## src/rtl/dff_share_pkg.sv

```systemverilog
// Shared types and helpers for the shared-register arbiter.
package dff_share_pkg;

  typedef enum logic [1:0] {IDLE, WRITE, HOLD} share_state_t;

  // Width of the generic one-hot vector; callers keep only the low N_REQ bits.
  localparam int ONEHOT_W = 32;

  function automatic logic [ONEHOT_W-1:0] onehot(input logic [4:0] idx);
    onehot = '0;
    onehot[idx] = 1'b1;
  endfunction

endpackage

```

## src/rtl/rr_pick.sv

```systemverilog
// Combinational round-robin select: first set request after ptr, wrapping.
module rr_pick
  import dff_share_pkg::*;
#(
  parameter int N_REQ = 4,
  parameter int IW    = $clog2(N_REQ)
) (
  input  logic [N_REQ-1:0] req,
  input  logic [IW-1:0]    ptr,
  output logic             valid,
  output logic [IW-1:0]    idx
);

  // Walk farthest-first so the nearest set request after ptr is the last to overwrite idx.
  always_comb begin
    valid = 1'b0;
    idx   = '0;
    for (int k = N_REQ; k >= 1; k--) begin
      if (req[(int'(ptr) + k) % N_REQ]) begin
        valid = 1'b1;
        idx   = IW'((int'(ptr) + k) % N_REQ);
      end
    end
  end

endmodule

```

## src/rtl/dff_share_ctrl.sv

```systemverilog
// Round-robin arbiter that owns one shared WIDTH-bit register (q/qb).
// One write per grant, optional idle gap (HOLD) after each write.
module dff_share_ctrl
  import dff_share_pkg::*;
#(
  parameter int N_REQ       = 4,
  parameter int WIDTH       = 8,
  parameter int HOLD_CYCLES = 1
) (
  input  logic                     clk,
  input  logic                     rst,
  input  logic [N_REQ-1:0]         req,
  input  logic [N_REQ*WIDTH-1:0]   din,
  output logic [N_REQ-1:0]         gnt,
  output logic [N_REQ-1:0]         ack,
  output logic [WIDTH-1:0]         q,
  output logic [WIDTH-1:0]         qb,
  output logic                     busy,
  output logic [$clog2(N_REQ)-1:0] last_id
);

  localparam int IW = $clog2(N_REQ);
  localparam int HW = (HOLD_CYCLES > 1) ? $clog2(HOLD_CYCLES) : 1;
  localparam logic [HW-1:0] HOLD_LOAD = (HOLD_CYCLES > 0) ? HW'(HOLD_CYCLES - 1) : '0;

  share_state_t          state;
  logic [IW-1:0]         ptr;
  logic [IW-1:0]         sel;
  logic [HW-1:0]         hold_cnt;
  logic                  pick_valid;
  logic [IW-1:0]         pick_idx;
  logic [ONEHOT_W-1:0]   pick_oh;
  logic [WIDTH-1:0]      sel_din;
  logic                  onehot_unused;

  rr_pick #(
    .N_REQ (N_REQ),
    .IW    (IW)
  ) u_pick (
    .req   (req),
    .ptr   (ptr),
    .valid (pick_valid),
    .idx   (pick_idx)
  );

  assign pick_oh = onehot(5'(pick_idx));

  // Upper bits of the generic one-hot are never set for this N_REQ.
  assign onehot_unused = ^pick_oh[ONEHOT_W-1:N_REQ];

  // gnt is only high in WRITE; gating with rst means a reset in that cycle issues no ack.
  assign ack  = gnt & {N_REQ{rst}};
  assign busy = (state != IDLE);

  // Select the granted requester's slice of the packed data bus.
  always_comb begin
    sel_din = '0;
    for (int i = 0; i < N_REQ; i++) begin
      if (sel == IW'(i)) sel_din = din[i*WIDTH +: WIDTH];
    end
  end

  // Arbitration FSM, hold counter, RR pointer and the shared register.
  always_ff @(posedge clk) begin
    if (!rst) begin
      state    <= IDLE;
      gnt      <= '0;
      q        <= '0;
      qb       <= '1;
      last_id  <= '0;
      ptr      <= IW'(N_REQ - 1);
      sel      <= '0;
      hold_cnt <= '0;
    end else begin
      case (state)
        IDLE: begin
          if (pick_valid) begin
            state <= WRITE;
            sel   <= pick_idx;
            gnt   <= pick_oh[N_REQ-1:0];
          end
        end
        WRITE: begin
          q       <= sel_din;
          qb      <= ~sel_din;
          last_id <= sel;
          ptr     <= sel;
          gnt     <= '0;
          if (HOLD_CYCLES > 0) begin
            state    <= HOLD;
            hold_cnt <= HOLD_LOAD;
          end else begin
            state <= IDLE;
          end
        end
        HOLD: begin
          if (hold_cnt == '0) state <= IDLE;
          else                hold_cnt <= hold_cnt - 1'b1;
        end
        default: state <= IDLE;
      endcase
    end
  end

endmodule
```

## config.mk

```make
export PLATFORM = sky130hd
export DESIGN_NAME = dff_share_ctrl
export DESIGN_NICKNAME = d
export VERILOG_FILES = /design/src/rtl/dff_share_pkg.sv /design/src/rtl/rr_pick.sv /design/src/rtl/dff_share_ctrl.sv
export SDC_FILE = /design/constraint.sdc
export NUM_CORES = 1
export LEC_CHECK = 0
export ABC_AREA = 1
export CAP_MARGIN = 5
export CELL_PAD_IN_SITES_DETAIL_PLACEMENT = 1
export CELL_PAD_IN_SITES_GLOBAL_PLACEMENT = 2
export CORE_ASPECT_RATIO = 0.6
export CORE_UTILIZATION = 19
export DETAILED_ROUTE_END_ITERATION = 16
export PLACE_DENSITY = 0.85
export SYNTH_ARGS = -nofsm -noshare
export SYNTH_HDL_FRONTEND = slang
export SYNTH_SLANG_ARGS = --single-unit
```

## constraint.sdc

```tcl
create_clock -name clk -period 1.31 [get_ports clk]
set_input_delay 0.262 -clock clk [delete_from_list [all_inputs] [get_ports clk]]
set_output_delay 0.262 -clock clk [all_outputs]
set_load 0.02 [all_outputs]
```

==> results of run 1 <==
[registers in the layout (all words and copies together) (netlist names)]
name,cells
gnt,4
last_id,2
ptr,2
q,8
qb,8
sel,2
state,2
[final timing paths]
kind / endpoint / slack, ns / cells past startpoint
min reg2reg: last_id[0] / 0.46 / 2
max reg2reg: sel[0] / -0.09 / 10
min: last_id[0] / 0.46 / 2
max: sel[0] / -0.09 / 10
[worst min-delay path: cells and delay by family, from the launching register on]
family           cells  cell delay [ns]
AO/OA/AOI/OAI        1             0.05
flip-flops           1             0.31
AND/OR/NAND/NOR      1             0.06
[routing by layer]
layer	global-route usage (%)	wire [um]
met1	18.2	2570
met2	21.0	2170
met3	5.16	354
met4	0.577	6
met5	0	0
[per-stage QoR]
step           area [um^2]  power, uW
5_1_grt               2520       3680
4_1_cts               2480       3430
3_5_place_dp          2360       2540
2_1_floorplan         1450       1860
6_report              2520       3440
3_3_place_gp          2360       2510
[repair_timing]
item / 4_1_cts / 5_1_grt
endpoints found under the setup margin: 42 / 18
gates resized for setup: 57 / 10
pin swaps: 7 / 4
hold endpoints to repair: 0 / 0
buffers inserted: 1 / 1
[kinds of logic (layout without fill, tap and decap cells)]
group,count (synthesis),after routing,share of synthesized area (%)
DFF,28,28,38.6
and+or+nand+nor,128,128,38.2
AOI/OAI and AO/OA,31,31,13.4
buffers and inverters,32,116,9.82
[cell usage in the layout, fill, tap and decap left out, drive strengths merged]
| cell type | count |
|---|---|
| clkdlybuf4s50 | 33 |
| a21oi | 16 |
| dlygate4sd2 | 26 |
| clkdlybuf4s15 | 4 |
| bufinv | 1 |
| o21ai | 8 |
| o21bai | 2 |
| dfxtp | 28 |
| clkbuf | 3 |
| nand4 | 6 |
| nand3 | 18 |
| o211ai | 2 |
| o211a | 2 |
| inv | 24 |
| nand2 | 91 |
| buf | 25 |
| nor2 | 13 |
| a221oi | 1 |
[report_power, final]
part	switching [uW]	internal [uW]
sequential	80.2	984
clock	301	609
combinational	839	628
total	1220	2220
[cell type report]
type | instances | area, um^2 | area share (%)
clock buffers | 3 | 75.1 | 2.98
flip-flops and latches | 28 | 564 | 22.4
inverters | 24 | 100 | 3.98
clock inverters | 1 | 30.0 | 1.19
multi-input cells | 159 | 806 | 32.0
repair buffers | 88 | 812 | 32.3
well taps | 104 | 130 | 5.17
==> results.sh, run 1 <==
export IMPL_status="finished with violations"
export IMPL_violations="setup timing"
export IMPL_grt_pass1_vias=1770
export IMPL_synth_ff_type="dfxtp_1"
export IMPL_synth_nets=257
export IMPL_cp_data_arrival_time_ns=1.56
export IMPL_ys_types=24
export IMPL_drt_iter0_drc=42
export IMPL_cp_slowest_cell="dfxtp_2"
export IMPL_start_util_pct=19.8
export IMPL_yosys_warnings=0
export IMPL_ys_seq_elements=28
export IMPL_clk_latency_ns=0.26
export IMPL_syn_to_final_growth_pct=73.3
export IMPL_worstHoldStart="last_id[0]"
export IMPL_fin_tns_setup_ns=-0.334
export IMPL_cts_tree="built"
export IMPL_dr_total_vias=1688
export IMPL_path_cells="buf_12 > inv_8 > nand2_2 > nand4_1 > o21ai_4 > inv_4 > nor2_2 > nor2_1 > nand2_1 > inv_1"
export IMPL_vdd_ir_drop_worst_mv=0.674
export IMPL_routed_wl_mm=5.10
export IMPL_reg2reg_from="ptr[0]"
export IMPL_hold_class="register to register"
export IMPL_rsz0062_at_grt="yes"
export IMPL_hold_violations=0
export IMPL_fill_cells=956
export IMPL_ys_top_cells_by_count="nand2_1, dfxtp_1, inv_1, nand3_1, a21oi_1"
export IMPL_cts_hold_fix_buffers=0
export IMPL_fin_crit_ns=1.40
export IMPL_die_x_um=115
export IMPL_post_route_util_pct=34.4
export IMPL_io_buffers=64
export IMPL_required_ns=1.47
export IMPL_drc=0
export IMPL_period_share_pct=107
export IMPL_crit_type="register to register"
export IMPL_cts_buffer_depth=2
export IMPL_finalSetupViolations=7
export IMPL_ant_nets=0
export IMPL_preCtsSetupSlack_ns=-0.548
export IMPL_cts_buffers=3
export IMPL_path_delay_family="simple AND/OR/NAND/NOR gates"
export IMPL_synthArstFlopShare_pct=0
export IMPL_cp_start_kind="register"
export IMPL_yosys_top_cells_area="dfxtp_1, nand2_1, nand3_1, a21oi_1, inv_1"
export IMPL_overflow=0
export IMPL_rows=24
export IMPL_htree_levels=1
export IMPL_io_pins=65
export IMPL_die_h_um=69.7
export IMPL_coreArea_mm2=0.00733
export IMPL_crit_buf_inv=4
export IMPL_yosysSeqAreaShare_pct=38.6
export IMPL_power_density_mw_per_mm2=1370
export IMPL_synth_area_leader_cell="dfxtp_1"
export IMPL_first_pass_iters=4
export IMPL_clockRootBuffer="clkbuf_16"
export IMPL_syn_area_mm2=0.00145
export IMPL_place_inst=401
export IMPL_clk_pin_slew_ns=0.07
export IMPL_globalplace_congestion=0.814
export IMPL_drv_slew=0
export IMPL_cts_sinks=28
export IMPL_grt_max_degree=17
export IMPL_dp_hpwl_mm=4.15
export IMPL_drive_above_1_share_pct=23.8
export IMPL_setup_slack_ns=-0.0915
export IMPL_grt_first_pass_wirelength_mm=8.51
export IMPL_synth_top_area_share_pct=38.6
export IMPL_hold_slack_ns=0.458
export IMPL_fin_cells=407
export IMPL_slew_headroom_pct=74.5
export IMPL_p_leak_uw=0.00122
export IMPL_syn_inst=219
export IMPL_critPathCaptureType="register"
export IMPL_clock_skew_ns=0.00311
export IMPL_synth_most_common_cell="nand2_1"
export IMPL_tightestPinTransition_ns=0.383
export IMPL_antenna_diode_count=0
export IMPL_startpoint="ptr[0]"
export IMPL_avgRoutedWirePerCell_um=12.5
export IMPL_grt_total_usage_pct=13.4
export IMPL_nets=342
export IMPL_max_stage_delay_ns=0.34
export IMPL_max_cap_viol_count=0
export IMPL_antenna_found_initial=0
export IMPL_syn_avg_cell_area_um2=6.63
export IMPL_vias_per_cell=4.15
export IMPL_fmax_ghz=0.714
export IMPL_path_max_fanout=8
export IMPL_dieArea_mm2=0.00801
export IMPL_synth_edf_count=0
Note: power is estimated with default switching activity, not from simulation.
==> run 2: changes to the inputs <==
ABC_CLOCK_PERIOD_IN_PS = 1310   (was default)
MAX_ROUTING_LAYER = met4   (was default)
REMOVE_ABC_BUFFERS = 1   (was default)
==> run 2 against run 1 <==
The flow still finishes with violations (setup timing). Die area unchanged. Clock skew decreased by 0.0011 ns. Total power decreased by 4.0%. Core utilization decreased by 0.19 points. First-iteration DRC count increased by 19%. Critical path type unchanged.
==> results.sh, run 2 (synthesis results as in run 1) <==
export IMPL_cp_common_cell="nand2_4"
export IMPL_dieArea_mm2=0.00801
export IMPL_fmax_ghz=0.719
export IMPL_path_cells="buf_12 > inv_8 > nand2_2 > nand2_4 > nand2_4 > o21ai_4 > inv_4 > nor2_4 > nor2_1 > nand2_1 > inv_1"
export IMPL_io_pins=65
export IMPL_period_share_pct=106
export IMPL_finalSetupViolations=6
export IMPL_preCtsSetupSlack_ns=-0.545
export IMPL_globalplace_congestion=0.797
export IMPL_avgRoutedWirePerCell_um=12.5
export IMPL_start_util_pct=19.8
export IMPL_drc=0
export IMPL_dr_total_vias=1698
export IMPL_htree_levels=1
export IMPL_vdd_ir_drop_worst_mv=0.487
export IMPL_clock_skew_ns=0.00202
export IMPL_antenna_diode_count=0
export IMPL_syn_to_final_growth_pct=72.4
export IMPL_coreArea_mm2=0.00733
export IMPL_reg_largest_list="q: 8 flops, qb: 8 flops, gnt: 4 flops"
export IMPL_antenna_found_initial=0
export IMPL_hold_violations=0
export IMPL_crit_type="register to register"
export IMPL_grt_pass1_vias=1773
export IMPL_required_ns=1.47
export IMPL_mostFrequentLayoutCells="nand2_1, clkdlybuf4s50_1, dfxtp_1"
export IMPL_die_x_um=115
export IMPL_routed_wl_mm=5.14
export IMPL_clk_latency_ns=0.26
export IMPL_clk_pin_slew_ns=0.07
export IMPL_grt_first_pass_wirelength_mm=8.51
export IMPL_first_pass_iters=4
export IMPL_fin_tns_setup_ns=-0.313
export IMPL_dp_hpwl_mm=4.25
export IMPL_p_leak_uw=0.00123
export IMPL_clockRootBuffer="clkbuf_16"
export IMPL_vias_per_cell=4.14
export IMPL_cts_buffer_depth=2
export IMPL_path_max_fanout=9
export IMPL_drt_iter0_drc=50
export IMPL_max_cap_viol_count=0
export IMPL_tightestPinTransition_ns=0.312
export IMPL_final_common_cell="nand2_1"
export IMPL_drive_above_1_share_pct=26.5
export IMPL_overflow=0
export IMPL_grt_total_usage_pct=13.9
export IMPL_setup_slack_ns=-0.0805
export IMPL_cp_slowest_cell="dfxtp_2"
export IMPL_cts_hold_fix_buffers=0
export IMPL_power_density_mw_per_mm2=1320
export IMPL_cp_data_arrival_time_ns=1.56
export IMPL_hold_class="register to register"
export IMPL_cts_tree="built"
export IMPL_slew_headroom_pct=79.2
export IMPL_die_h_um=69.7
export IMPL_grt_max_degree=16
export IMPL_rows=24
export IMPL_cp_start_kind="register"
export IMPL_io_buffers=64
export IMPL_rsz0062_at_grt="yes"
export IMPL_cts_sinks=28
export IMPL_critPathCaptureType="register"
export IMPL_ant_nets=0
export IMPL_drv_slew=0
export IMPL_max_stage_delay_ns=0.33
export IMPL_cts_buffers=3
export IMPL_fin_crit_ns=1.39
export IMPL_nets=345
export IMPL_violations="setup timing"
export IMPL_status="finished with violations"
## run 2: cell count changes in the layout (fill, tap and decap cells not counted), moves of 4 or more
cell,delta
nand2_1,-4
buf_4,+5
clkbuf_2,+4
clkdlybuf4s15_2,-4
dlygate4sd2_1,-5
## run 2: final timing paths
check	start	end	slack, ns	cells past startpoint
setup / recovery	ptr[0]	sel[0]	-0.08	11
hold / removal	q[6]	q[6]	0.46	2
setup reg to reg	ptr[0]	sel[0]	-0.08	11
hold reg to reg	q[6]	q[6]	0.46	2
## run 2: repair_timing
action | 4_1_cts | 5_1_grt
setup endpoints to repair | 44 | 27
gates cloned | 0 | 0
pin swaps | 4 | 5
setup buffers | 1 | 0
resized for setup | 49 | 28
## run 2: stage by stage
stage,std cells,total power (uW),hold WS [ns],area (um^2),utilization (%)
after floorplan,211,1820,0.331,1410,-
after global placement,405,2540,0.450,2390,32.6
after detailed placement,405,2570,0.457,2390,32.6
final,410,3300,0.460,2500,34.2
after CTS,410,3300,0.467,2490,34.0
after global routing,410,3560,0.492,2500,34.2
## run 2: area by class of cell
class                           instances  area [um^2]
Multi-Input combinational cell        159          826
Fill cell                             936         4820
Sequential cell                        28          563
Inverter                               24          100
Clock buffer                            4         88.8
Tap cell                              104          130
Timing Repair Buffer                   91          796
## run 2: critical path, delay by kind of cell, from the launching register on
kind	cells	cell delay, ns
flops	1	0.33
compound gates	1	0.24
buf+inv	4	0.33
simple gates	6	0.39
## run 2: routing by layer
metal	wire length [um]	track usage (%)	part of all wire [%]
met3	163	2.97	3.2
met1	2890	20.6	56
met4	18	1.30	0.35
met5	0	-	0
met2	2070	19.6	40
## run 2: power breakdown
part	switching (uW)	leakage [uW]	total, uW	internal [uW]
Clock	286	0.0000442	754	468
Sequential	81.3	0.000230	1060	982
Combinational	847	0.000957	1480	638
